==> src/rtl/boid_draw_pkg.sv <==
`default_nettype none
// ============================================================================
//  Module      : boid_draw_pkg
//  Description : Shared widths, default screen/colour constants, the per-boid
//                position-table entry type and the draw FSM state encoding.
//  Revision    : 1.0  initial release
// ============================================================================
package boid_draw_pkg;

    localparam int FB_ADDR_W = 19;
    localparam int PX_W      = 10;
    localparam int PY_W      = 9;

    localparam int         DEF_SCREEN_W   = 640;
    localparam int         DEF_SCREEN_H   = 480;
    localparam logic [7:0] DEF_BOID_COLOR = 8'hFF;
    localparam logic [7:0] DEF_BG_COLOR   = 8'h00;

    // Last drawn position of one boid; vld means something is on screen to erase
    typedef struct packed {
        logic [9:0] px;
        logic [8:0] py;
        logic       vld;
    } boid_pix_t;

    typedef enum logic [1:0] {
        IDLE  = 2'd0,
        ERASE = 2'd1,
        DRAW  = 2'd2,
        DONE  = 2'd3
    } draw_state_e;

endpackage
`default_nettype wire

==> src/rtl/boid_draw_if.sv <==
`default_nettype none
// ============================================================================
//  Module      : boid_draw_if
//  Description : Boid update handshake plus framebuffer write-port bundle.
//                master = upstream/arbiter side, slave = boid_draw.
//  Revision    : 1.0  initial release
// ============================================================================
interface boid_draw_if #(
    parameter int IDX_W = 6
);
    import boid_draw_pkg::*;

    logic                 in_valid;
    logic                 in_ready;
    logic [IDX_W-1:0]     in_idx;
    logic [31:0]          in_x;
    logic [31:0]          in_y;
    logic                 fb_busy;
    logic                 fb_we;
    logic [FB_ADDR_W-1:0] fb_addr;
    logic [7:0]           fb_data;
    logic                 draw_done;

    modport master (
        output in_valid, in_idx, in_x, in_y, fb_busy,
        input  in_ready, fb_we, fb_addr, fb_data, draw_done
    );

    modport slave (
        input  in_valid, in_idx, in_x, in_y, fb_busy,
        output in_ready, fb_we, fb_addr, fb_data, draw_done
    );

endinterface
`default_nettype wire

==> src/rtl/boid_draw_pix_addr.sv <==
`default_nettype none
// ============================================================================
//  Module      : boid_pix_addr
//  Description : Applies a 2x2 sprite offset to a pixel, flags whether the
//                result is on screen and forms its framebuffer address
//                py*640 + px using shifts only.
//  Revision    : 1.0  initial release
// ============================================================================
module boid_pix_addr
    import boid_draw_pkg::*;
#(
    parameter int SCREEN_W = DEF_SCREEN_W,
    parameter int SCREEN_H = DEF_SCREEN_H
) (
    input  wire logic [15:0]          px,
    input  wire logic [15:0]          py,
    input  wire logic [1:0]           ofs,
    output logic                      on_screen,
    output logic [FB_ADDR_W-1:0]      addr
);

    // One extra bit so px=65535 plus offset clips instead of wrapping to 0
    logic [16:0]          w_x;
    logic [16:0]          w_y;
    logic [FB_ADDR_W-1:0] w_row;

    assign w_x = {1'b0, px} + {16'd0, ofs[0]};
    assign w_y = {1'b0, py} + {16'd0, ofs[1]};

    assign on_screen = (w_x < 17'(SCREEN_W)) && (w_y < 17'(SCREEN_H));

    // Row stride is 640 = 512 + 128; address is only meaningful when on_screen
    assign w_row = {{(FB_ADDR_W-PY_W){1'b0}}, w_y[PY_W-1:0]};
    assign addr  = (w_row << 9) + (w_row << 7)
                 + {{(FB_ADDR_W-PX_W){1'b0}}, w_x[PX_W-1:0]};

endmodule
`default_nettype wire

==> src/rtl/boid_draw.sv <==
`default_nettype none
// ============================================================================
//  Module      : boid_draw
//  Description : Framebuffer write stage. For each boid update, erases the
//                boid's previously drawn pixel(s), draws the new ones, then
//                records the new position in a per-boid table.
//                Option macro BOID_DRAW_SPRITE_EN: 2x2 sprite per boid
//                (undefined: single pixel).
//  Revision    : 1.0  initial release
// ============================================================================
module boid_draw
    import boid_draw_pkg::*;
#(
    parameter int         N_BOIDS    = 64,
    parameter int         IDX_W      = $clog2(N_BOIDS),
    parameter int         SCREEN_W   = DEF_SCREEN_W,
    parameter int         SCREEN_H   = DEF_SCREEN_H,
    parameter logic [7:0] BOID_COLOR = DEF_BOID_COLOR,
    parameter logic [7:0] BG_COLOR   = DEF_BG_COLOR
) (
    input  wire logic  clk,
    input  wire logic  reset,
    boid_draw_if.slave bus
);

`ifdef BOID_DRAW_SPRITE_EN
    localparam logic [1:0] LAST_PIX = 2'd3;
`else
    localparam logic [1:0] LAST_PIX = 2'd0;
`endif

    draw_state_e          r_state;
    boid_pix_t            r_tab [N_BOIDS];
    boid_pix_t            r_old;
    logic [IDX_W-1:0]     r_idx;
    logic [15:0]          r_px;
    logic [15:0]          r_py;
    logic [1:0]           r_cnt;
    logic                 r_any;
    logic                 r_ready;

    logic                 w_active;
    logic                 w_on;
    logic                 w_step;
    logic [15:0]          w_sel_px;
    logic [15:0]          w_sel_py;
    logic [FB_ADDR_W-1:0] w_addr;

    // ERASE walks the old position, DRAW the newly latched one
    assign w_sel_px = (r_state == ERASE) ? {6'd0, r_old.px} : r_px;
    assign w_sel_py = (r_state == ERASE) ? {7'd0, r_old.py} : r_py;

    boid_pix_addr #(
        .SCREEN_W (SCREEN_W),
        .SCREEN_H (SCREEN_H)
    ) u_pix_addr (
        .px        (w_sel_px),
        .py        (w_sel_py),
        .ofs       (r_cnt),
        .on_screen (w_on),
        .addr      (w_addr)
    );

    assign w_active = (r_state == ERASE) || (r_state == DRAW);
    // Clipped pixels cost a cycle but never wait on the arbiter
    assign w_step   = w_active && (!w_on || !bus.fb_busy);

    assign bus.fb_we     = w_active && w_on && !bus.fb_busy;
    assign bus.fb_addr   = w_active ? w_addr : '0;
    assign bus.fb_data   = (r_state == ERASE) ? BG_COLOR :
                           (r_state == DRAW)  ? BOID_COLOR : 8'h00;
    assign bus.draw_done = (r_state == DONE);
    assign bus.in_ready  = r_ready;

    // Update sequencer and per-boid position table
    always_ff @(posedge clk) begin
        if (!reset) begin
            r_state <= IDLE;
            r_ready <= 1'b0;
            r_old   <= '0;
            r_idx   <= '0;
            r_px    <= '0;
            r_py    <= '0;
            r_cnt   <= '0;
            r_any   <= 1'b0;
            for (int i = 0; i < N_BOIDS; i++) begin
                r_tab[i] <= '0;
            end
        end else begin
            case (r_state)
                IDLE: begin
                    if (bus.in_valid && r_ready) begin
                        r_idx   <= bus.in_idx;
                        r_px    <= bus.in_x[31:16];
                        r_py    <= bus.in_y[31:16];
                        r_old   <= r_tab[bus.in_idx];
                        r_cnt   <= '0;
                        r_any   <= 1'b0;
                        r_ready <= 1'b0;
                        r_state <= r_tab[bus.in_idx].vld ? ERASE : DRAW;
                    end else begin
                        r_ready <= 1'b1;
                    end
                end
                ERASE: begin
                    if (w_step) begin
                        if (r_cnt == LAST_PIX) begin
                            r_cnt   <= '0;
                            r_state <= DRAW;
                        end else begin
                            r_cnt <= r_cnt + 2'd1;
                        end
                    end
                end
                DRAW: begin
                    if (w_step) begin
                        if (w_on) begin
                            r_any <= 1'b1;
                        end
                        if (r_cnt == LAST_PIX) begin
                            r_cnt   <= '0;
                            r_state <= DONE;
                        end else begin
                            r_cnt <= r_cnt + 2'd1;
                        end
                    end
                end
                DONE: begin
                    // An entry only becomes valid if something was actually drawn,
                    // so a fully clipped boid is never erased later
                    r_tab[r_idx] <= '{px: r_px[PX_W-1:0], py: r_py[PY_W-1:0], vld: r_any};
                    r_ready      <= 1'b1;
                    r_state      <= IDLE;
                end
                default: begin
                    r_state <= IDLE;
                end
            endcase
        end
    end

endmodule
`default_nettype wire

==> src/flat_wrapper.sv <==
// flat-port wrapper written by rule: the top's interface ports become plain ports
module boid_draw_flat import boid_draw_pkg::*;
#(
    parameter int         N_BOIDS    = 64,
    parameter int         IDX_W      = $clog2(N_BOIDS),
    parameter int         SCREEN_W   = DEF_SCREEN_W,
    parameter int         SCREEN_H   = DEF_SCREEN_H,
    parameter logic [7:0] BOID_COLOR = DEF_BOID_COLOR,
    parameter logic [7:0] BG_COLOR   = DEF_BG_COLOR
)
  (clk, reset, bus_in_valid, bus_in_idx, bus_in_x, bus_in_y, bus_fb_busy, bus_in_ready, bus_fb_we, bus_fb_addr, bus_fb_data, bus_draw_done);
  boid_draw_if #(.IDX_W(IDX_W)) bus_i ();
  input  wire logic clk;
  input  wire logic reset;
  input wire logic [$bits(bus_i.in_valid)-1:0] bus_in_valid;
  input wire logic [$bits(bus_i.in_idx)-1:0] bus_in_idx;
  input wire logic [$bits(bus_i.in_x)-1:0] bus_in_x;
  input wire logic [$bits(bus_i.in_y)-1:0] bus_in_y;
  input wire logic [$bits(bus_i.fb_busy)-1:0] bus_fb_busy;
  output wire logic [$bits(bus_i.in_ready)-1:0] bus_in_ready;
  output wire logic [$bits(bus_i.fb_we)-1:0] bus_fb_we;
  output wire logic [$bits(bus_i.fb_addr)-1:0] bus_fb_addr;
  output wire logic [$bits(bus_i.fb_data)-1:0] bus_fb_data;
  output wire logic [$bits(bus_i.draw_done)-1:0] bus_draw_done;
  assign bus_i.in_valid = bus_in_valid;
  assign bus_i.in_idx = bus_in_idx;
  assign bus_i.in_x = bus_in_x;
  assign bus_i.in_y = bus_in_y;
  assign bus_i.fb_busy = bus_fb_busy;
  assign bus_in_ready = bus_i.in_ready;
  assign bus_fb_we = bus_i.fb_we;
  assign bus_fb_addr = bus_i.fb_addr;
  assign bus_fb_data = bus_i.fb_data;
  assign bus_draw_done = bus_i.draw_done;
  boid_draw #(.N_BOIDS(N_BOIDS), .IDX_W(IDX_W), .SCREEN_W(SCREEN_W), .SCREEN_H(SCREEN_H), .BOID_COLOR(BOID_COLOR), .BG_COLOR(BG_COLOR)) u_core (.clk(clk), .reset(reset), .bus(bus_i));
endmodule
==> config.mk <==
export PLATFORM = sky130hd
export DESIGN_NAME = boid_draw_flat
export DESIGN_NICKNAME = d
export VERILOG_FILES = /design/src/rtl/boid_draw_pkg.sv /design/src/rtl/boid_draw_if.sv /design/src/rtl/boid_draw_pix_addr.sv /design/src/rtl/boid_draw.sv /design/src/flat_wrapper.sv
export SDC_FILE = /design/constraint.sdc
export NUM_CORES = 2
export LEC_CHECK = 0
export BUFFER_PORTS_ARGS = -buffer_cell sky130_fd_sc_hd__clkbuf_2
export CORE_MARGIN = 2
export CORE_UTILIZATION = 33
export DETAILED_ROUTE_END_ITERATION = 16
export GPL_ROUTABILITY_DRIVEN = 1
export PLACE_DENSITY_LB_ADDON = 0.05
export SYNTH_ARGS = -nofsm -noshare
export SYNTH_HDL_FRONTEND = slang
export SYNTH_HIERARCHICAL = 1
export SYNTH_SLANG_ARGS = --single-unit
==> constraint.sdc <==
create_clock -name clk -period 13.1 [get_ports clk]
set_input_delay 1.31 -clock clk [delete_from_list [all_inputs] [get_ports clk]]
set_output_delay 1.31 -clock clk [all_outputs]
set_load 0.1 [all_outputs]
; Yosys cells after proc, flatten, opt, wreduce, memory -nomap -nowiden
; Memories as Yosys holds them, arrays and structs flattened.
; Cells that the tools add are included.
[totals]
in_bits = 74
output_inout_bits = 30
reg_bits = 63
ramBits = 1280
wordCells = 76
mem_count = 1
[op_classes]
n_eq_ne = 10
order_cmp = 2
muxes = 29
reduce_logical = 20
add_sub_neg = 5
[memory_table]
columns = name, depth, width, rd, rd_clocked_by_memory_dff, wr, line_no
row1 = u_core.r_tab, 64, 20, 1, 0, 64, boid_draw.sv:33  ; boid_pix_t r_tab [N_BOIDS];
[ops]
columns = cell, count
row1 = adder 16 x 1 -> 17 bit, 2
row2 = two-way mux 16 bit, 2
row3 = two-way mux 20 bit, 1
row4 = OR reduction 20 bit, 1
row5 = adder 18 x 16 -> 19 bit, 1
row6 = adder 19 x 10 -> 19 bit, 1
row7 = two-way mux 19 bit, 1
row8 = two-way mux 2 bit, 9
row9 = less-than comparator 17 x 10 -> 1 bit (second input constant), 1
row10 = less-than comparator 17 x 9 -> 1 bit (second input constant), 1
row11 = two-way mux 8 bit, 2
row12 = != test 2 x 1 -> 1 bit (second input constant), 5
row13 = two-way mux 1 bit, 9
row14 = case mux 2 bit (4 select lines), 1
row15 = two-way mux 6 bit, 1
row16 = nonzero test 2 bit, 3
row17 = logical AND 1 bit, 5
row18 = AND reduction 5 bit, 1
row19 = equality test 2 bit (second input constant), 2
row20 = zero test 2 bit, 2
row21 = != test 2 bit (second input constant), 2
row22 = case mux 1 bit (2 select lines), 2
row23 = case mux 2 bit (2 select lines), 1
row24 = AND reduction 4 bit, 1
row25 = 7 further kinds, 9

; Longest topological paths before layout
[logic_depth]
ltp_word = 10
depth_mapped = 20
ltp_nobuf = 19

; Cells and area by module
; The synthesis kept the hierarchy.
[modules_own_cells]
columns = module, seq_area_each_um2, instances, area_per_inst_um2, cells_each
row1 = boid_draw, 39698.1, 1, 60964.7, 4109
row2 = boid_pix_addr, 0.0, 1, 1168.6, 150

; Worst setup path before layout
; Ideal clock, no wire load.
[synth_timing]
path_kind = register to output
startpoint = register u_core.r_state[1]
endpoint = output bus_fb_addr[17]
required_time_ns = 11.790
arrival_ns = 4.952
stages_incl_launch_ff = 20
path_buffers = 2
setup_slack_ns = 6.838
path_cell_list = dfxtp_1 -> inv_1 -> ha_1 -> clkbuf_1 -> clkbuf_1 -> mux2_2 -> ha_1 -> ha_1 -> xor2_1 -> inv_1 -> fa_1 -> inv_1 -> ha_1 -> a21o_1 -> a221o_1 -> o41a_1 -> a21o_1 -> a21oi_1 -> xnor2_1 -> and2_1
[synth_between]
elab_chain_len = 6
word_cells_on_any_way = 10
cone_classes = add/sub (4) / eq/ne (2) / mux (3) / reduce/logical (1)
[synth_lines]
columns = item, line_no
row1 = start: declaration, boid_draw.sv:32  ; draw_state_e r_state;
row2 = start signal: assignment, boid_draw.sv:100  ; r_state <= r_tab[bus.in_idx].vld ? ERASE : DRAW;
row3 = equality test 2 x 1 -> 1 bit, boid_draw.sv:51  ; assign w_sel_py = (r_state == ERASE) ? {7'd0, r_old.py} : r_py;
row4 = two-way mux 16 bit, boid_draw.sv:51
row5 = net u_core.w_sel_py[0], boid_draw.sv:46  ; logic [15:0] w_sel_py;
row6 = adder 16 x 1 -> 17 bit, boid_draw_pix_addr.sv:28  ; assign w_y = {1'b0, py} + {16'd0, ofs[1]};
row7 = adder 18 x 16 -> 19 bit, boid_draw_pix_addr.sv:34  ; assign addr = (w_row << 9) + (w_row << 7)
row8 = adder 19 x 10 -> 19 bit, boid_draw_pix_addr.sv:35  ; + {{(FB_ADDR_W-PX_W){1'b0}}, w_x[PX_W-1:0]};
row9 = net u_core.w_addr[17], boid_draw.sv:47  ; logic [FB_ADDR_W-1:0] w_addr;
row10 = two-way mux 19 bit, boid_draw.sv:69  ; assign bus.fb_addr = w_active ? w_addr : '0;
row11 = end: declaration, flat_wrapper.sv:22  ; output wire logic [$bits(bus_i.fb_addr)-1:0] bus_fb_addr;
; The timed path passes the listed nets, and every way through them passes these cells.

; Worst setup path after layout
[layout_timing]
startpoint = register u_core.r_state[1]
endpoint = output bus_fb_addr[18]
[layout_between]
word_cells_on_any_way = 10
cone_classes = add/sub (4) / eq/ne (2) / mux (3) / reduce/logical (1)
[layout_rtl]
columns = item, line_no
row1 = equality test 2 x 1 -> 1 bit, boid_draw.sv:50  ; assign w_sel_px = (r_state == ERASE) ? {6'd0, r_old.px} : r_px;
row2 = two-way mux 16 bit, boid_draw.sv:50
row3 = net u_core.w_sel_px[0], boid_draw.sv:45  ; logic [15:0] w_sel_px;
row4 = adder 16 x 1 -> 17 bit, boid_draw_pix_addr.sv:27  ; assign w_x = {1'b0, px} + {16'd0, ofs[0]};
row5 = adder 19 x 10 -> 19 bit, boid_draw_pix_addr.sv:35
row6 = net u_core.w_addr[18], boid_draw.sv:47
row7 = two-way mux 19 bit, boid_draw.sv:69
; The timed path passes the listed nets, and every way through them passes these cells.

==> out/results.ini <==
[status]
outcome = finished clean

[setup_path]
arrival_ns = 5.79
worstSetupPathType = reg -> out
crit_path_end_kind = output port
cp_max_fo = 33
critPathLaunchType = flip-flop
cp.required_ns = 11.79
r2r_slack_ns = 8.71

[clock_tree]
cts_tree = built
htree_levels = 4
clock-sinks = 1343
hold_buffers = 0
clk_latency_ns = 0.79
cts_inserted_buffers = 158
cts_setup_buffers = 0
root_buffer = clkbuf_16
path_clk_slew_ns = 0.06
clockBufferDepth = 3
cts-resized-gates = 0

[finish]
multi_input_area_um2 = 20900
ff_latch_area_um2 = 39700
stdcell_area_um2 = 70300
areaGrowthSynthToFinish_pct = 13.1
drive_above_1_share_pct = 21.0
fillers = 17600
final_nets = 4289

[placed_design]
post_dp_cell_area_um2 = 65300
dp_hpwl_mm = 116
port_buffers = 71
place.gp.congestion = 0.774
dp_slack_ns = 6.79

[global_route]
grt_overflow = 0
grt_util_met2_pct = 32.1
use_met1_pct = 30.2
grt_pass1_vias = 34700
grt_antenna_before_repair = 13
grt.met3_usage_pct = 3.05
grt_pass1_wl_mm = 279
top_usage_layer = met2
grt_usage_pct = 20.7
grt_max_degree = 95

[timing]
final.setup.tns_ns = 0
fmax_mhz = 141
min_period_over_period_pct = 54.2
worstMarginPinSlew_ns = 1.20
skew_ns = 0.0336
fin_crit_ns = 7.10
layout_setup_ws_ns = 6.00
setup_viol = 0
hold_ws_ns = 0.461
slew_violations = 0
rsz0062_at_grt = no
slew_headroom_pct = 19.6
hold_viol_final = 0

[die]
rows = 159
initial_core_util_pct = 33.2
dieArea_um2 = 192000
dieWidth_um = 438
io_pins = 104
dieHeight_um = 438
placeableCoreArea_um2 = 187000

[yosys]
yosys_most_used_dff = edfxtp_1
synthArstFlopShare_pct = 0
ys_seq_area_share_pct = 63.9
synthesis.nets = 4362
syn_area_um2 = 62100
syn_avg_cell_area_um2 = 14.6
ys_types = 66
yosysWarnings = 6
synth-seq-cells = 1343
synth_enable_flop_cells = 1280
syn_inst = 4259

[routing]
routedWlPerCell_um = 29.2
drt-pass1-iter-count = 5
via_per_inst = 5.00
postRouteAntennaNets = 0
vias = 34100
drcViolationCount = 0
routed_wl_mm = 199
drt_iter0_markers = 2714

[run]
drv_cap = 0

[power]
power.total_mw = 10.5
p_leak_nw = 25.0
ir_drop_mv = 0.127
power-per-cell-area_nw_per_um2 = 149

[min_path]
hold_path.class = reg -> reg

## worst max-delay path: stages (launching register included)
cell and delay (ns):
dfxtp_1 0.33, inv_1 0.08, ha_1 0.14, buf_4 0.37, mux2_2 0.39, ha_1 0.24, ha_1 0.23, nand3_2 0.16
nor2_1 0.06, nand2_1 0.08, xnor2_1 0.13, ha_1 0.26, ha_1 0.21, fa_1 0.46, a21o_1 0.18, a21oi_1 0.22
o21ai_1 0.12, or4_1 0.43, and3_1 0.20, o21a_1 0.17, and2_1 0.15, clkbuf_2 0.36
## layout make-up
class | count | share of cell area (%)
sequential | 1343 | 56.5
inverter | 13 | 0.0694
tap | 2495 | 4.44
clock buffer | 214 | 6.26
multi-input combinational | 2449 | 29.7
timing repair buffer | 221 | 2.20
antenna | 16 | 0.0570
clock inverter | 69 | 0.730
## layout by cell type (no fill, tap or decap), types with 45 or more instances in the layout
master and instances:
a22oi_1 164, nor2_2 45, mux4_2 306, nand2_1 141, clkbuf_2 67, edfxtp_1 1280, clkbuf_16 165, o21ai_2 61
and2_1 1300, a21oi_1 47, buf_4 148
## where the power goes
part	switching [mW]	internal [mW]	total [mW]
clock network	1.79	2.48	4.27
registers	0.106	4.85	4.96
logic	0.926	0.320	1.25
## state kept, by name, indices dropped and copies added, names as in the netlist
| name | count |
|---|---|
| u_core/r_idx | 6 |
| u_core/r_cnt | 2 |
| u_core/r_any | 1 |
| u_core/r_px | 16 |
| u_core/r_py | 16 |
| u_core/bus.in_ready | 1 |
| u_core/r_tab | 1280 |
| u_core/r_old | 19 |
| u_core/r_state | 2 |
## cell families (layout without fill, tap and decap cells)
logic type	count (synthesis)	count (layout)	share of synthesized area, %
AOI/OAI and AO/OA	407	407	4.50
xor gates and xnor gates	27	27	0.381
adders and majority gates	29	29	0.608
buffers and inverters	467	517	3.16
DFF	1343	1343	63.9
muxes	357	357	12.0
other	0	16	0
and+or+nand+nor	1629	1629	15.5
## synth_stat cells (3+ instances only)
cell type | count | area [um^2]
mux2i_1 | 26 | 260
mux2_2 | 23 | 259
o22ai_1 | 3 | 18.8
ha_1 | 27 | 338
o21ai_0 | 67 | 335
nand4_1 | 4 | 25.0
buf_4 | 21 | 158
buf_1 | 11 | 41.3
a22oi_1 | 164 | 1230
inv_1 | 13 | 48.8
clkbuf_1 | 359 | 1350
nand3_1 | 39 | 195
o31ai_1 | 20 | 150
and3_1 | 6 | 37.5
nand2b_1 | 9 | 56.3
nand3b_1 | 3 | 22.5
a21oi_1 | 47 | 235
xnor2_1 | 14 | 123
nor2_1 | 85 | 319
nor2b_1 | 19 | 119
mux4_2 | 306 | 6890
nor3_1 | 4 | 20.0
a211oi_1 | 40 | 300
and2_1 | 1301 | 8140
buf_2 | 55 | 275
a21boi_0 | 42 | 315
nand2_1 | 141 | 529
buf_6 | 8 | 90.1
xor2_1 | 13 | 114
dfxtp_1 | 63 | 1260
edfxtp_1 | 1280 | 38400
a21o_1 | 3 | 22.5
## worst paths after layout
| path | endpoint | startpoint | cells past startpoint |
|---|---|---|---|
| setup / recovery | bus_fb_addr[18] | u_core/r_state[1] | 21 |
| hold / removal | u_core/r_px[10] | u_core/r_px[10] | 2 |
| setup reg to reg | u_core/r_state[0] | u_core/r_state[1] | 17 |
| hold reg to reg | u_core/r_px[10] | u_core/r_px[10] | 2 |
## per-layer routing
layer	vias up	part of all wire, %
met1	17700	47
met4	0	2.4
li1	15500	-
met2	684	46
met3	218	4.0
met5	-	0
## stage by stage
stage | instances | util (%)
floorplan | 4259 | -
global placement | 6521 | 34.9
detailed placement | 6521 | 34.9
finish | 6820 | 37.5
CTS | 6804 | 37.5
global route | 6805 | 37.5
Note: power is estimated with default switching activity, not from simulation.
